$ cat src/rtl/fetch_defs_pkg.sv
// Shared fetch-path definitions used by IF_Stage, the fetch queue and its testbench.
package fetch_defs_pkg;

    localparam int WORD_W            = 32;
    localparam int FETCH_QUEUE_DEPTH = 4;

    typedef struct packed {
        logic [WORD_W-1:0] pc;
        logic [WORD_W-1:0] instruction;
    } fetch_entry_t;

endpackage

$ cat src/rtl/fetch_queue_ram.sv
// Fetch queue storage: DEPTH x DATA_W register array, one write port, one asynchronous read port.
module fetch_queue_ram #(
    parameter int DEPTH  = 4,
    parameter int DATA_W = 64
) (
    input  logic                     clk,
    input  logic                     rst,
    input  logic                     wr_en_i,
    input  logic [$clog2(DEPTH)-1:0] wr_addr_i,
    input  logic [DATA_W-1:0]        wr_data_i,
    input  logic [$clog2(DEPTH)-1:0] rd_addr_i,
    output logic [DATA_W-1:0]        rd_data_o
);

    logic [DATA_W-1:0] mem_q [DEPTH];

    // Storage array: cleared on reset so the head reads zero out of reset
    always_ff @(posedge clk or posedge rst) begin
        if (rst) begin
            for (int i = 0; i < DEPTH; i++) begin
                mem_q[i] <= {DATA_W{1'b0}};
            end
        end else if (wr_en_i) begin
            mem_q[wr_addr_i] <= wr_data_i;
        end
    end

    assign rd_data_o = mem_q[rd_addr_i];

endmodule

$ cat src/rtl/if_fetch_queue.sv
// IF->ID fetch queue: buffers {pc, instruction}, freezes IF when full, flushes on branch_taken.
// Optional same-cycle IF->ID bypass when empty is enabled by defining FETCH_QUEUE_BYPASS_EN.
module if_fetch_queue #(
    parameter int DEPTH  = fetch_defs_pkg::FETCH_QUEUE_DEPTH,
    parameter int WORD_W = fetch_defs_pkg::WORD_W
) (
    input  logic                     clk,
    input  logic                     rst,
    input  logic                     flush,
    input  logic [WORD_W-1:0]        if_pc,
    input  logic [WORD_W-1:0]        if_instruction,
    output logic                     if_freeze,
    output logic                     id_valid,
    output logic [WORD_W-1:0]        id_pc,
    output logic [WORD_W-1:0]        id_instruction,
    input  logic                     id_ready,
    output logic [$clog2(DEPTH):0]   occupancy
);

    localparam int PTR_W = $clog2(DEPTH);
    localparam int CNT_W = PTR_W + 1;
    localparam logic [CNT_W-1:0] CNT_ZERO = {CNT_W{1'b0}};
    localparam logic [CNT_W-1:0] CNT_ONE  = {{(CNT_W-1){1'b0}}, 1'b1};
    localparam logic [CNT_W-1:0] CNT_FULL = CNT_W'(DEPTH);
    localparam logic [PTR_W-1:0] PTR_ZERO = {PTR_W{1'b0}};
    localparam logic [PTR_W-1:0] PTR_ONE  = {{(PTR_W-1){1'b0}}, 1'b1};

    logic [PTR_W-1:0]    wr_ptr_q, wr_ptr_d;
    logic [PTR_W-1:0]    rd_ptr_q, rd_ptr_d;
    logic [CNT_W-1:0]    count_q, count_d;
    logic                push_s;
    logic                bypass_s;
    logic                ram_pop_s;
    logic                wr_en_s;
    logic [2*WORD_W-1:0] rd_data_s;

    fetch_queue_ram #(
        .DEPTH  (DEPTH),
        .DATA_W (2*WORD_W)
    ) u_ram (
        .clk       (clk),
        .rst       (rst),
        .wr_en_i   (wr_en_s),
        .wr_addr_i (wr_ptr_q),
        .wr_data_i ({if_pc, if_instruction}),
        .rd_addr_i (rd_ptr_q),
        .rd_data_o (rd_data_s)
    );

    // Freeze comes only from the registered count, so id_ready never reaches IF combinationally
    assign if_freeze = (count_q == CNT_FULL);
    assign occupancy = count_q;

    // Handshake decode and head selection
    always_comb begin
        push_s = !if_freeze && !flush;
`ifdef FETCH_QUEUE_BYPASS_EN
        bypass_s = (count_q == CNT_ZERO) && push_s && !rst;
`else
        bypass_s = 1'b0;
`endif
        id_valid  = ((count_q != CNT_ZERO) || bypass_s) && !flush;
        ram_pop_s = (count_q != CNT_ZERO) && !flush && id_ready;
        // A bypassed word taken by ID in the same cycle never occupies a slot
        wr_en_s   = push_s && !(bypass_s && id_ready);
        if (bypass_s) begin
            id_pc          = if_pc;
            id_instruction = if_instruction;
        end else begin
            id_pc          = rd_data_s[2*WORD_W-1:WORD_W];
            id_instruction = rd_data_s[WORD_W-1:0];
        end
    end

    // Pointer and count next-state; flush realigns rd_ptr to wr_ptr rather than to zero
    always_comb begin
        wr_ptr_d = wr_ptr_q;
        rd_ptr_d = rd_ptr_q;
        count_d  = count_q;
        if (flush) begin
            rd_ptr_d = wr_ptr_q;
            count_d  = CNT_ZERO;
        end else begin
            if (wr_en_s) begin
                wr_ptr_d = wr_ptr_q + PTR_ONE;
            end else begin
                wr_ptr_d = wr_ptr_q;
            end
            if (ram_pop_s) begin
                rd_ptr_d = rd_ptr_q + PTR_ONE;
            end else begin
                rd_ptr_d = rd_ptr_q;
            end
            case ({wr_en_s, ram_pop_s})
                2'b10:   count_d = count_q + CNT_ONE;
                2'b01:   count_d = count_q - CNT_ONE;
                default: count_d = count_q;
            endcase
        end
    end

    // Queue control registers
    always_ff @(posedge clk or posedge rst) begin
        if (rst) begin
            wr_ptr_q <= PTR_ZERO;
            rd_ptr_q <= PTR_ZERO;
            count_q  <= CNT_ZERO;
        end else begin
            wr_ptr_q <= wr_ptr_d;
            rd_ptr_q <= rd_ptr_d;
            count_q  <= count_d;
        end
    end

endmodule
$ cat config.mk
export PLATFORM = sky130hd
export DESIGN_NAME = if_fetch_queue
export DESIGN_NICKNAME = d
export VERILOG_FILES = /design/src/rtl/fetch_defs_pkg.sv /design/src/rtl/fetch_queue_ram.sv /design/src/rtl/if_fetch_queue.sv
export SDC_FILE = /design/constraint.sdc
export NUM_CORES = 1
export LEC_CHECK = 0
export BUFFER_PORTS_ARGS = -buffer_cell sky130_fd_sc_hd__buf_2
export CORE_ASPECT_RATIO = 1.2
export CORE_UTILIZATION = 40
export CTS_CLUSTER_SIZE = 14
export DETAILED_ROUTE_END_ITERATION = 10
export MAX_ROUTING_LAYER = met4
export SYNTH_ARGS = -nofsm -noshare
export SYNTH_HDL_FRONTEND = slang
export SYNTH_SLANG_ARGS = --single-unit
$ cat constraint.sdc
create_clock -name clk -period 10.6 [get_ports clk]
set_clock_uncertainty 0.05 [all_clocks]
set_input_delay 3.18 -clock clk [delete_from_list [all_inputs] [get_ports clk]]
set_output_delay 3.18 -clock clk [all_outputs]
set_load 0.02 [all_outputs]
**Word level (Yosys, flattened, before mapping)**

Cells that the tools add are included.
Widths: inputs -> output; s select.

- Bits in registers: 263
- Input port bits: 68
- Output and inout bits: 69
- Logic and storage cells: 40

- $add $sub $neg: 4
- Magnitude comparators: 3
- Equality and inequality tests: 3
- Mux-type cells: 10
- Bitwise logic cells: 3
- Reductions and logical operators: 10

Operators by type and width:

| cell | number |
|---|---|
| $bwmux 256 | 1 |
| $mux 64 | 3 |
| $bmux 64 s2 | 1 |
| $demux 64 s2 | 1 |
| $ge 3x3->1 const B | 2 |
| $not 2->3 | 2 |
| $pmux 3 s2 | 1 |
| $reduce_bool 3->1 | 2 |
| $add 2x1->2 const B | 2 |
| $logic_and 1x1->1 | 4 |
| $mux 2 | 2 |
| $add 3x1->3 const B | 1 |
| $eq 3x3->1 const B | 1 |
| $lt 3x1->1 const B | 1 |
| $mux 3 | 1 |
| $sub 3x1->3 const B | 1 |
| $eq 2x1->1 const B | 1 |
| $eq 2x2->1 const B | 1 |
| $logic_not 1->1 | 2 |
| $reduce_and 2->1 | 1 |
| $reduce_bool 2->1 | 1 |
| $not 1->1 | 1 |

**Logic depth before layout (Yosys ltp)**

Gate-level depths: netlist of the first run.

- Depth in word-level cells: 6
- Gate-level depth with buffers: 7
- Gate-level depth less buffers: 6

**Hierarchy**

From an unflattened synthesis of the first run, not the netlist that was laid out.

- Cell total of the unflattened synthesis: 667
- Area, all modules: 12027.8 µm²

By module, submodules not included:

| module | times used | cells each | area an instance (µm²) | seq. area each (µm²) |
|---|---|---|---|---|
| fetch_queue_ram | 1 | 622 | 11582.4 | 6406.1 |
| if_fetch_queue | 1 | 45 | 445.4 | 175.2 |

**Worst setup path after synthesis of the first run**

OpenSTA, ideal clock, no wires.

- Path kind: input -> output
- Start point: input flush
- End point: output id_valid
- Data arrival time: 3.662 ns
- Data required time: 7.370 ns
- Setup slack: 3.708 ns
- Cell stages on the path: 2
- Path buffers: 1
- Cells stage by stage: clkbuf_1 -> nor2_1

- Cells in the longest elaborated chain, start to end: 2

RTL lines:

| element | line | source |
|---|---|---|
| from (decl) | if_fetch_queue.sv:9 | `input logic flush,` |
| $logic_not 1->1 | if_fetch_queue.sv:62 | `id_valid = ((count_q != CNT_ZERO) \|\| bypass_s) && !flush;` |
| $logic_and 1x1->1 | if_fetch_queue.sv:62 |  |
| to (decl) | if_fetch_queue.sv:13 | `output logic id_valid,` |

Every way passes these cells.

**Worst setup path in the final report of the first run**

Same ends and word-level chain as after synthesis.

==> impl_metrics.toml, run 1 <==
[floorplan]
fp-row-count = 71
ioPinCount = 137
core-area_um2 = 31400
die_y_um = 198
die_extent_in_x_um = 165
starting_utilization_of_the_core_area_pct = 40.7
die_area_um2 = 32600

[cells_and_area]
area.sequential_um2 = 6590
post_route_cells_drive_above_1_share_pct = 64.4
finish.instance_area_um2 = 14500
flow.area_growth_from_synthesis_pct = 13.8
fillers = 2688
multiInputGateArea_um2 = 5570
layout.nets = 876
fin_cells = 1229

[pwr]
static-leakage-power_nw = 6.55
ir_worst_vdd_mv = 0.259
power-per-cell-area_nw_per_um2 = 360

[logic_synthesis]
avgSynthCellArea_um2 = 19.0
synth_largest_type_area_fraction_pct = 51.6
dominant_combinational_cell_family_by_area_after_synthesis = "multiplexers"
yosys_register_bits = 263
muxShareOfSynthArea_pct = 41.0
synthDominantAreaCellType = "sky130_fd_sc_hd__dfrtp_1"
synth_fa_ha_area_share_pct = 0.549
netlist_instances = 672
synth_xor_area_share_pct = 0.206
synth.cell_area_um2 = 12800
synth_top_cells_by_area = "sky130_fd_sc_hd__dfrtp_1, sky130_fd_sc_hd__mux2_4, sky130_fd_sc_hd__mux4_2, sky130_fd_sc_hd__buf_12, sky130_fd_sc_hd__mux2_2"
yosys.cell_types.count = 30
ys_warn_count = 0
synth.yosys.seq_area_share_pct = 51.6
synth_compound_gate_area_share_pct = 0.520
postSynthNetCount = 745
synthesized_area_fraction_occupied_by_and_or_nand_nor_cells_pct = 1.14

[placed_design]
gp_routability_congestion = 0.689
placed_cells_incl_taps = 1173
placedInstanceArea_um2 = 13500
dpl.hpwl_um = 13800
io_buffers = 136

[global_routing]
globalRouteTotalUtil_pct = 16.2
antenna_found_initial = 3
grt_overflow = 0
first_global_vias = 6842
grt_max_degree = 138
global_route_wire_length_before_repair_um = 39900

[sta]
setup_viol = 0
tightestPinTransition_ns = 0.967
max_clock_freq_mhz = 144
timing.slew.headroom_pct = 35.5
setup_repair_after_global_routing_missed_its_margin = "false"
setup_total_negative_slack_ns = 0
timing_max_transition_violations_final = 0
finalHoldWorstSlack_ns = 0.451
final_hold_viol_count = 0
post-route-period-util_pct = 65.7
fin_crit_ns = 6.96

[detailed_routing]
viasPerCell = 5.05
total_number_of_vias = 6201
dr.first_iter.drc_count = 303
detail_route.wl_per_cell_um = 20.2
drtAntennaViolNets = 0
detailedRoute.firstPassIterationCount = 4
remaining_drc_errors = 0
totalWireLength_um = 24800

[clocking]
ctsRootBufferMaster = "sky130_fd_sc_hd__clkbuf_16"
postCtsResizedCells = 0
clkTransAtPathRegs_ns = 0.06
clock_latency_ns = 0.54
clkSinkCount = 263
max-clock-path-buffers = 3
htreeDepth = 1
cts_hold_buf = 0
cts_tree = "yes"
cts.repair_timing.setup_buffer_count = 0
numCtsBuffers = 29

[worst_hold_path]
worstHoldPathType = "reg2reg"

[run]
max_capacitance_violation_count = 0

[setup_path]
path_max_fanout = 14
cp_data_required_time_ns = 7.37
timing.critical_path.arrival_ns = 3.73
crit_path_start_kind = "primary input"
timing_worst_setup_path_type = "in2out"
nature_of_the_critical_path_endpoint = "output pin"

[run_status]
run_status = "completed"
-- metrics by stage --
stage	setup WS (ns)	util [%]	power (W)
4_1_cts	3.62	46.3	0.00531
5_1_grt	3.57	46.3	0.00553
2_1_floorplan	0.130	-	0.00371
3_3_place_gp	3.62	42.9	0.00414
6_report	3.64	46.3	0.00523
3_5_place_dp	3.62	42.9	0.00417
-- final timing paths --
check,start,to,slack [ns],cells past startpoint
max,flush,id_valid,3.64,3
min,u_ram.mem_q[147],u_ram.mem_q[147],0.45,1
max reg2reg,occupancy[1],u_ram.mem_q[60],8.37,4
min reg2reg,u_ram.mem_q[147],u_ram.mem_q[147],0.45,1
max in group asynchronous,rst,rd_ptr_q[1],6.49,3
min in group asynchronous,rst,u_ram.mem_q[175],2.74,2
-- critical path: stages --
cell and delay, ns:
sky130_fd_sc_hd__buf_2 0.30, sky130_fd_sc_hd__nor2_1 0.08, sky130_fd_sc_hd__buf_2 0.16
-- report_power, final --
| part | total, W | switching (W) | internal (W) |
|---|---|---|---|
| Combinational | 0.00229 | 0.000933 | 0.00136 |
| Clock | 0.00110 | 0.000407 | 0.000689 |
| Sequential | 0.00185 | 0.000325 | 0.00152 |
-- cell families after synthesis --
logic type / after synthesis
AOI/OAI and AO/OA: 11
xor gates and xnor gates: 3
adders and majority gates: 5
buffers and inverters: 51
DFF: 263
muxes: 321
and+or+nand+nor: 18
-- Yosys cell counts --
cell and count:
sky130_fd_sc_hd__a311oi_1 1, sky130_fd_sc_hd__nor3b_4 1, sky130_fd_sc_hd__o31ai_1 1, sky130_fd_sc_hd__mux2_4 240, sky130_fd_sc_hd__ha_1 4, sky130_fd_sc_hd__nand2b_1 1, sky130_fd_sc_hd__buf_2 10, sky130_fd_sc_hd__or3b_2 2
sky130_fd_sc_hd__nor3_1 3, sky130_fd_sc_hd__nor3b_2 4, sky130_fd_sc_hd__nand2_1 3, sky130_fd_sc_hd__inv_1 4, sky130_fd_sc_hd__o21ai_0 2, sky130_fd_sc_hd__buf_1 2, sky130_fd_sc_hd__xor2_1 2, sky130_fd_sc_hd__o22ai_1 1
sky130_fd_sc_hd__buf_12 24, sky130_fd_sc_hd__and3b_2 1, sky130_fd_sc_hd__xnor2_1 1, sky130_fd_sc_hd__o311ai_0 1, sky130_fd_sc_hd__or2b_2 1, sky130_fd_sc_hd__mux4_2 64, sky130_fd_sc_hd__buf_4 2, sky130_fd_sc_hd__mux2_2 17
sky130_fd_sc_hd__clkbuf_1 4, sky130_fd_sc_hd__dfrtp_1 263, sky130_fd_sc_hd__fa_1 1, sky130_fd_sc_hd__nor2_1 2, sky130_fd_sc_hd__a21oi_1 5, sky130_fd_sc_hd__buf_6 5
-- routing by layer --
metal | track usage [%] | wire length, µm | vias up
met3 | 3.31 | 1230 | 31
li1 | - | - | 2749
met1 | 22.6 | 11600 | 3313
met5 | - | 0 | -
met4 | 4.04 | 429 | 0
met2 | 24.1 | 11500 | 108
-- final cells by class --
cell class                 instances  share of cell area [%]
antenna                            3                  0.0517
clock buffer                      41                    6.00
clock inverter                    12                    1.28
inverter                           4                   0.155
multi-input combinational        358                    38.4
sequential                       263                    45.4
tap                              401                    3.46
timing repair buffer             147                    5.34
-- registers in the layout (all words and copies together) (netlist names) --
name         flops
u_ram.mem_q    256
occupancy        3
rd_ptr_q         2
wr_ptr_q         2
-- placed cells by master, fill, tap and decap left out, types with 4 or more instances in the layout --
| cell type | synthesis | routed |
|---|---|---|
| sky130_fd_sc_hd__clkinv_2 | 0 | 7 |
| sky130_fd_sc_hd__mux2_2 | 17 | 17 |
| sky130_fd_sc_hd__ha_1 | 4 | 4 |
| sky130_fd_sc_hd__clkbuf_16 | 0 | 29 |
| sky130_fd_sc_hd__buf_2 | 10 | 136 |
| sky130_fd_sc_hd__mux4_2 | 64 | 64 |
| sky130_fd_sc_hd__bufinv_16 | 0 | 5 |
| sky130_fd_sc_hd__a21oi_1 | 5 | 5 |
| sky130_fd_sc_hd__clkbuf_8 | 0 | 10 |
| sky130_fd_sc_hd__buf_4 | 2 | 10 |
| sky130_fd_sc_hd__nor3b_4 | 1 | 5 |
| sky130_fd_sc_hd__mux2_4 | 240 | 240 |
| sky130_fd_sc_hd__dfrtp_1 | 263 | 261 |
(Power assumes the default switching activity.)
==> inputs of run 2 (changes only) <==
- ABC_AREA: not set -> 1
- clock period: 10.6 -> 7.3 ns (I/O delays scaled with it)
==> run 2 against run 1 <==
Count of clock-buffer cells in the layout grew 2. Worst setup slack got worse by 1.7 ns. Area after synthesis fell by 4.5%. Final cell count grew 46%. Via count rose by 46%. Global-route usage rose by 2.9 points. Critical path type is now reg2out. Critical endpoint is now id_instruction[16]. Highest routed layer unchanged.
==> impl_metrics.toml, run 2 <==
[logic_synthesis]
ys_warn_count = 0
synth_top_cells_by_area = "sky130_fd_sc_hd__dfrtp_1, sky130_fd_sc_hd__o21ai_2, sky130_fd_sc_hd__nand2_1, sky130_fd_sc_hd__o21ai_0, sky130_fd_sc_hd__o21ai_1"
postSynthNetCount = 1387
yosys.cell_types.count = 23
netlist_instances = 1314
synth_xor_area_share_pct = 0.0719
synthDominantAreaCellType = "sky130_fd_sc_hd__dfrtp_1"
yosys_register_bits = 263
muxShareOfSynthArea_pct = 0
synth_async_sr_flop_share_pct = 100
avgSynthCellArea_um2 = 9.27
synthesized_area_fraction_occupied_by_and_or_nand_nor_cells_pct = 13.0
ys.flop_type = "sky130_fd_sc_hd__dfrtp_1"
dominant_combinational_cell_family_by_area_after_synthesis = "compound AO/OA/AOI/OAI gates"
synth_edf_count = 0
synth.cell_area_um2 = 12200
synth_fa_ha_area_share_pct = 0.575
synth.most_common_cell = "sky130_fd_sc_hd__nand2_1"
synth_compound_gate_area_share_pct = 23.6
synth.yosys.seq_area_share_pct = 54.0
synth_largest_type_area_fraction_pct = 54.0
netlist_top_cells_count = "sky130_fd_sc_hd__nand2_1, sky130_fd_sc_hd__dfrtp_1, sky130_fd_sc_hd__o21ai_0"

[cells_and_area]
fillers = 2954
layout.cells.most_common = "sky130_fd_sc_hd__nand2_1"
largest_register_ff_count = 256
flow.area_growth_from_synthesis_pct = 11.0
layout.nets = 1463
most-common-layout-cells = "sky130_fd_sc_hd__nand2_1, sky130_fd_sc_hd__dfrtp_1, sky130_fd_sc_hd__buf_2"
antenna-diode-count = 0
fin_util_pct = 45.4
area.sequential_um2 = 6590
max_flop_register = "u_ram.mem_q"
multiInputGateArea_um2 = 4560
fin_cells = 1799
post_route_cells_drive_above_1_share_pct = 23.1

[detailed_routing]
remaining_drc_errors = 0
drtAntennaViolNets = 0
dr.first_iter.drc_count = 622
totalWireLength_um = 28500
viasPerCell = 5.04
detail_route.wl_per_cell_um = 15.8
detailedRoute.firstPassIterationCount = 5
total_number_of_vias = 9074

[sta]
setup_repair_after_global_routing_missed_its_margin = "false"
finalHoldWorstSlack_ns = 0.424
max_clock_freq_mhz = 185
setup_total_negative_slack_ns = 0
timing_max_transition_violations_final = 0
timing.slew.headroom_pct = 24.3
fin_crit_ns = 5.41
final_hold_viol_count = 0
tightestPinTransition_ns = 1.13
post-route-period-util_pct = 74.0
setup_viol = 0

[floorplan]
die_extent_in_x_um = 161
starting_utilization_of_the_core_area_pct = 40.9
fp-row-count = 69
die_area_um2 = 31200
core-area_um2 = 29800
die_y_um = 193
ioPinCount = 137

[global_routing]
antenna_found_initial = 0
globalRouteTotalUtil_pct = 19.1
grt_overflow = 0
grt_max_degree = 149
first_global_vias = 8841
global_route_wire_length_before_repair_um = 46300

[clocking]
cts.repair_timing.setup_buffer_count = 0
ctsRootBufferMaster = "sky130_fd_sc_hd__clkbuf_16"
postCtsResizedCells = 0
clkTransAtPathRegs_ns = 0.06
cts_tree = "yes"
htreeDepth = 1
clock_latency_ns = 0.51
max-clock-path-buffers = 3
numCtsBuffers = 27
clkSinkCount = 263
cts_hold_buf = 0

[pwr]
design_power_total_w = 0.00659
static-leakage-power_nw = 6.53
ir_worst_vdd_mv = 0.204
power-per-cell-area_nw_per_um2 = 488

[placed_design]
gp_routability_congestion = 0.740
dpl.hpwl_um = 16300
io_buffers = 136
placed_cells_incl_taps = 1751

[worst_hold_path]
worstHoldPathType = "reg2reg"

[setup_path]
nature_of_the_critical_path_endpoint = "output pin"
crit_path_start_kind = "flop"
timing_worst_setup_path_type = "reg2out"
path_max_fanout = 100
timing.critical_path.arrival_ns = 3.17
cp_data_required_time_ns = 5.06

[run]
max_capacitance_violation_count = 0

[run_status]
run_status = "completed"
run 2: cell families (layout without fill, tap and decap cells):
| logic type | count (synthesis) | in the layout |
|---|---|---|
| AOI/OAI and AO/OA | 458 | 458 |
| xor gates and xnor gates | 1 | 1 |
| adders and majority gates | 5 | 5 |
| buffers and inverters | 174 | 269 |
| and+or+nand+nor | 413 | 413 |
| DFF | 263 | 263 |
run 2: routing by layer:
layer	vias to the layer above	GRT usage, %	wire (µm)
li1	4515	-	-
met1	4340	23.8	12600
met2	183	33.3	14300
met3	36	1.95	1070
met4	0	4.75	467
met5	-	-	0
run 2: final timing paths:
kind	startpoint	endpoint	slack, ns	cells after the start
setup / recovery	rd_ptr_q[0]	id_instruction[16]	1.89	5
max in group asynchronous	rst	rd_ptr_q[0]	3.84	3
hold / removal	u_ram.mem_q[85]	u_ram.mem_q[85]	0.42	2
min in group asynchronous	rst	u_ram.mem_q[56]	1.83	2
setup reg to reg	occupancy[0]	u_ram.mem_q[176]	4.62	6
hold reg to reg	u_ram.mem_q[85]	u_ram.mem_q[85]	0.42	2
run 2: where the power goes:
group,switching [W],leakage (nW),internal [W],total (W)
Clock,0.000551,0.411,0.000767,0.00132
Sequential,0.000381,3.29,0.00213,0.00251
Combinational,0.00181,2.82,0.000961,0.00277
run 2: layout make-up:
type | instances | share of cell area (%)
Sequential cell | 263 | 48.7
Multi-Input combinational cell | 877 | 33.7
Clock buffer | 43 | 5.81
Timing Repair Buffer | 146 | 5.68
Tap cell | 390 | 3.61
Inverter | 75 | 2.13
Clock inverter | 5 | 0.370
run 2: stage by stage:
step                setup WS, ns  cell area, µm²
floorplan                   1.59           12200
global placement            2.42           12700
detailed placement          2.41           12700
CTS                         1.85           13500
global route                1.63           13500
finish                      1.89           13500
run 2: worst max-delay path, cell delays in order (launching register included):
cell and delay (ns):
sky130_fd_sc_hd__dfrtp_4 0.73, sky130_fd_sc_hd__inv_4 0.85, sky130_fd_sc_hd__buf_4 0.46, sky130_fd_sc_hd__o21ai_0 0.12, sky130_fd_sc_hd__o22ai_1 0.23, sky130_fd_sc_hd__buf_2 0.21
